File: src/rtl/coherence_bus_arbiter.sv
// rtl/coherence_bus_arbiter.sv - round-robin owner arbiter and shared-bus mux for the coherent snooping bus
// One owner holds the bus per transaction; a release cycle always separates owners.
module coherence_bus_arbiter #(
  parameter int NUM_CACHES   = 4,
  parameter int MSG_BITS     = 4,
  parameter int ADDRESS_BITS = 32,
  parameter int BUS_WIDTH    = 32,
  parameter int ID_BITS      = $clog2(NUM_CACHES)
) (
  input  logic                               clock,
  input  logic                               reset,
  input  logic [NUM_CACHES-1:0]              cache_req,
  input  logic [NUM_CACHES*MSG_BITS-1:0]     cache_msg_in,
  input  logic [NUM_CACHES*ADDRESS_BITS-1:0] cache_address_in,
  input  logic [NUM_CACHES*BUS_WIDTH-1:0]    cache_data_in,
  output logic [MSG_BITS-1:0]                bus_msg_out,
  output logic [ADDRESS_BITS-1:0]            bus_address_out,
  output logic [BUS_WIDTH-1:0]               bus_data_out,
  output logic [NUM_CACHES-1:0]              bus_master,
  output logic                               req_ready,
  output logic [ID_BITS-1:0]                 owner_id
);

  typedef enum logic [1:0] {
    IDLE    = 2'd0,
    GRANT   = 2'd1,
    RELEASE = 2'd2
  } state_t;

  state_t               state;
  logic [ID_BITS-1:0]   rr_ptr;

  logic                 req_found;
  logic [ID_BITS-1:0]   winner;
  logic [ID_BITS-1:0]   next_ptr;
  logic [NUM_CACHES-1:0] grant_vec;

  logic                 resp_found;
  logic [ID_BITS-1:0]   resp_id;
  logic [ID_BITS-1:0]   bus_sel;

  function automatic logic [ID_BITS-1:0] circ_idx(input logic [ID_BITS-1:0] base, input int offset);
    int sum;
    sum = int'(base) + offset;
    if (sum >= NUM_CACHES) sum = sum - NUM_CACHES;
    return ID_BITS'(sum);
  endfunction

  // Circular search for the first requester, starting at rr_ptr.
  always_comb begin
    req_found = 1'b0;
    winner    = '0;
    for (int k = 0; k < NUM_CACHES; k++) begin
      if (!req_found && cache_req[circ_idx(rr_ptr, k)]) begin
        req_found = 1'b1;
        winner    = circ_idx(rr_ptr, k);
      end
    end
  end

  always_comb begin
    grant_vec         = '0;
    grant_vec[winner] = 1'b1;
    if (winner == ID_BITS'(NUM_CACHES - 1)) next_ptr = '0;
    else                                    next_ptr = winner + ID_BITS'(1);
  end

  // Lowest-index snooper (never the owner) currently driving a message.
  always_comb begin
    resp_found = 1'b0;
    resp_id    = '0;
    for (int i = 0; i < NUM_CACHES; i++) begin
      if (!resp_found && (ID_BITS'(i) != owner_id) &&
          (cache_msg_in[i*MSG_BITS +: MSG_BITS] != '0)) begin
        resp_found = 1'b1;
        resp_id    = ID_BITS'(i);
      end
    end
  end

  assign bus_sel   = resp_found ? resp_id : owner_id;
  assign req_ready = (state == IDLE);

  always_comb begin
    bus_msg_out     = '0;
    bus_address_out = '0;
    bus_data_out    = '0;
    if (state == GRANT) begin
      for (int i = 0; i < NUM_CACHES; i++) begin
        if (ID_BITS'(i) == bus_sel) begin
          bus_msg_out     = cache_msg_in[i*MSG_BITS +: MSG_BITS];
          bus_address_out = cache_address_in[i*ADDRESS_BITS +: ADDRESS_BITS];
          bus_data_out    = cache_data_in[i*BUS_WIDTH +: BUS_WIDTH];
        end
      end
    end
  end

  always_ff @(posedge clock) begin
    if (reset) begin
      state      <= IDLE;
      rr_ptr     <= '0;
      owner_id   <= '0;
      bus_master <= '0;
    end else begin
      case (state)
        IDLE: begin
          if (req_found) begin
            bus_master <= grant_vec;
            owner_id   <= winner;
            rr_ptr     <= next_ptr;
            state      <= GRANT;
          end
        end
        GRANT: begin
          // A responder keeps the bus alive even after the owner lets go.
          if (!cache_req[owner_id] && !resp_found) begin
            bus_master <= '0;
            state      <= RELEASE;
          end
        end
        RELEASE: begin
          bus_master <= '0;
          state      <= IDLE;
        end
        default: begin
          bus_master <= '0;
          state      <= IDLE;
        end
      endcase
    end
  end

endmodule
File: config.mk
export PLATFORM = sky130hd
export DESIGN_NAME = coherence_bus_arbiter
export DESIGN_NICKNAME = d
export VERILOG_FILES = /design/src/rtl/coherence_bus_arbiter.sv
export SDC_FILE = /design/constraint.sdc
export NUM_CORES = 1
export LEC_CHECK = 0
export ABC_AREA = 1
export CORE_AREA = 2 2 135 137
export CTS_BUF_LIST = sky130_fd_sc_hd__clkbuf_8
export DETAILED_ROUTE_END_ITERATION = 12
export DIE_AREA = 0 0 137 139
export HOLD_SLACK_MARGIN = 0.02
export PLACE_DENSITY = 0.58
export SKIP_CTS_REPAIR_TIMING = 1
export SYNTH_ARGS = -nofsm -noshare
export SYNTH_HDL_FRONTEND = slang
export SYNTH_SLANG_ARGS = --single-unit
export TNS_END_PERCENT = 30
File: constraint.sdc
create_clock -name clock -period 4.09 [get_ports clock]
set_input_delay 0.818 -clock clock [delete_from_list [all_inputs] [get_ports clock]]
set_output_delay 0.818 -clock clock [all_outputs]
set_load 0.1 [all_outputs]
==> metrics.md <==
| Metric | Value |
|---|---|
| Outcome | complete, no violations |
| Critical path, cell by cell | clkdlybuf4s50_1, nor2_1, nand2_1, nand2_2, nand2_1, nand2_4, nand2_4, nand2_4, buf_12, o21ai_0, a21oi_1, buf_12 |
| Worst setup margin | 0.257 ns |
| Die H | 139 um |
| Sw Share | 66.0% |
| First-pass GRT wire length | 34100 um |
| Final setup vio count | 0 |
| First-pass DRT Iterations | 5 |
| Post-route cell area | 0.00843 mm^2 |
| Seq/Total Area, Yosys | a little over 5% |
| Mean area per synthesized cell | 4.96 um^2 |
| Reg-to-reg slack, setup | between 1.5 and 2 ns |
| Max-slew violations | 0 |
| Die ar. | between 0.015 and 0.02 mm^2 |
| Diodes inserted | 0 |
| Routed WL | 22300 um |
| R2R Path Start | rr_ptr[0] |
| Routed vias | 6357 |
| DRT iter0 DRCs | 362 |
| FMAX | between 0.2 and 0.3 GHz |
| CTS root buf | clkbuf_8 |
| Pint | 0.00293 W |
| Number of port buffers | 352 |
| CP peak stage delay | approximately 0.43 ns |
| Synth unique cells | 25 |
| Drt via density | ~4.8 |
| Setup WS pre-CTS | 0.255 ns |
| # rows | 49 |
| Critical path class | input pin to output port |
| Initial core utilization | 22.1% |
| CP max-delay cell | clkdlybuf4s50_1 |
| RSZ-0062 raised after global routing | false |
| Largest net degree at the start of global routing | between 60 and 70 |
| CTS H-tree depth | 1 |
| Synth Cell Area | between 0.003 and 0.004 mm^2 |
| FF+latch count, synth | 10 |
| Mean routed wirelength per cell | about 17 um |
| Grt ovf | 0 |
| Max clock buf depth | 2 |
| Pleak | 3.86 nW |
| Slew headroom | about 32% |
| Most Frequent Cell on Critical Path | nand2_4 |
| GRT Overall Usage | approximately 22% |
| Critical Path Start | cache_msg_in[7] |
| Worst Hold Class | flop to flop |
| Clock latency on the worst-skew pair | approximately 0.23 ns |
| R2R cell count | 13 |
| End point of the critical path | bus_address_out[5] |
| Syn Inst Count | a little under 800 |
| CP Launch Type | input pin |
| Yosys top cell area share | 16.2% |
| Switching power | 0.00568 W |
| Vias in the first global route | 6054 |
| Nets@finish | 1372 |
| Worst setup EP type | output port |
| Reg2reg end | rr_ptr[1] |
| Synth-to-Final Area Change | 116% |
| Detailed placement HPWL | roughly 17000 um |
| Number of max-cap violations | 0 |
| Clk network pwr share | 1.4% |
| Synth warn | 0 |
| Final Critical Period | around 3.8 ns |
| Power Density | roughly 1000 mW/mm^2 |
| Clock sinks | 10 |
| Initial antenna violation count | 1 |
| Top post-synthesis cells by area | inv_1 16%, nand4_1 15%, a21oi_1 15% |
| Mapped Nets | around 1.1k |
| Core box area | approximately 0.018 mm^2 |
| Share of layout cells above drive strength 1 | 11.8% |
| Seq pwr share | 2.0% |
| Worst-Margin Slew | a little over 1 ns |
| Biggest area consumer among synthesized cells | inv_1 |
| Fin crit share | 93.7% |
| ANT nets after route | 0 |
| Gpl congestion | 0.896 |
| Critical Path RT | 3.27 ns |
| Worst vdd ir | just over 600 uV |
| Reg clk slew, reported paths | ~0.050 ns |
| IO Pins | 353 |
| Chip width | between 100 and 150 um |
| CP bufs+invs | 3 |
| Combinational power share | 96.5% |
| TritonCTS clock tree | yes |
| Post-DP Area | approximately 0.0084 mm^2 |
| CP top delay family | simple AND/OR/NAND/NOR gates |
| Critical path data arrival time | about 3 ns |
| Fillers | 1829 |
| Remaining DRCs | 0 |
| Final Hold Fails | 0 |
| Crit path max fanout | 38 |
| WP depth | 12 |
| Inserted Clock Buffers | 3 |
| Clk_skew | between 0.0015 and 0.002 ns |
## power by group through the flow
stage	sequential, W	combinational, W	clock [W]
floorplan	0.000344	0.00531	0
global placement	0.000178	0.00832	0
finish	0.000177	0.00832	0.000123
detailed placement	0.000178	0.00832	0
CTS	0.000176	0.00834	0.000127
global route	0.000183	0.00876	0.000133
## state kept, by name, indices dropped and copies added (netlist names)
register and flops:
bus_master 4, owner_id 2, rr_ptr 2, state 2
## cell usage in the layout, fill, tap and decap left out, drive strengths merged, types with 4 or more instances in the layout
cell,instances
clkbuf,4
a21oi,117
inv,172
nand2,127
ha,4
nand3,46
o21ai,115
nor2,22
buf,86
nand4,97
dfxtp,10
clkdlybuf4s50,284
## synthesized netlist by cell type
library cell,count
inv_1,168
nand2_1,119
a21oi_1,117
nand4_1,96
o21ai_0,63
o21ai_1,52
nand3_1,45
buf_2,35
clkbuf_1,21
nor2_1,21
dfxtp_1,10
nand2_2,8
buf_4,7
buf_1,5
ha_1,4
inv_2,4
buf_6,3
a21boi_2,1
a31oi_1,1
nand3_2,1
nand4_4,1
nor2_2,1
nor3_1,1
nor3b_2,1
o21a_1,1
## worst min-delay path, delay by kind of cell, from the launching register on
kind | cells | cell delay [ns]
and+or+nand+nor | 1 | 0.06
DFF | 1 | 0.30
AOI/OAI and AO/OA | 1 | 0.05
## cells by family (layout without fill, tap and decap cells)
kind of cell               count (synthesis)  after routing  share of synthesized area, %
AOI/OAI and AO/OA                        235            235                          30.4
DFF                                       10             10                          5.14
buffers and inverters                    243            546                          25.8
and+or+nand+nor                          294            294                          37.4
adders and majority gates                  4              4                          1.28
## how the worst min path moves through the flow
stage | slack [ns] | startpoint | cells after the start | to
6_report | 0.46 | bus_master[3] | 2 | bus_master[3]
3_3_place_gp | 0.45 | bus_master[0] | 2 | bus_master[0]
3_5_place_dp | 0.46 | bus_master[1] | 2 | bus_master[1]
2_1_floorplan | 0.56 | rr_ptr[1] | 2 | rr_ptr[1]
4_1_cts | 0.47 | bus_master[1] | 2 | bus_master[1]
5_1_grt | 0.49 | bus_master[3] | 2 | bus_master[3]
## area by class of cell
| cell class | count | area [um^2] | area share [%] |
|---|---|---|---|
| multi-input cells | 533 | 2810 | 33.3 |
| flip-flops and latches | 10 | 200 | 2.37 |
| repair buffers | 370 | 4440 | 52.6 |
| inverters | 172 | 646 | 7.66 |
| well taps | 229 | 287 | 3.40 |
| clock buffers | 4 | 55.1 | 0.653 |
## layer usage
layer / vias up / part of all wire, % / GRT usage, %
li1: 3220 / - / -
met1: 2877 / 41 / 28.3
met2: 242 / 50 / 39.5
met3: 16 / 7.8 / 3.98
met4: 2 / 1.0 / 2.55
met5: - / 0.058 / 0
## through the flow
stage	power [W]	setup TNS (ns)	hold WS (ns)	std cells	util (%)
floorplan	0.00565	-10.75	0.564	786	-
global placement	0.00850	0	0.451	1314	47.4
detailed placement	0.00850	0	0.457	1314	47.4
CTS	0.00864	0	0.465	1318	47.8
global route	0.00908	0	0.493	1318	47.8
finish	0.00862	0	0.464	1318	47.8
Note: power is estimated with default switching activity, not from simulation.
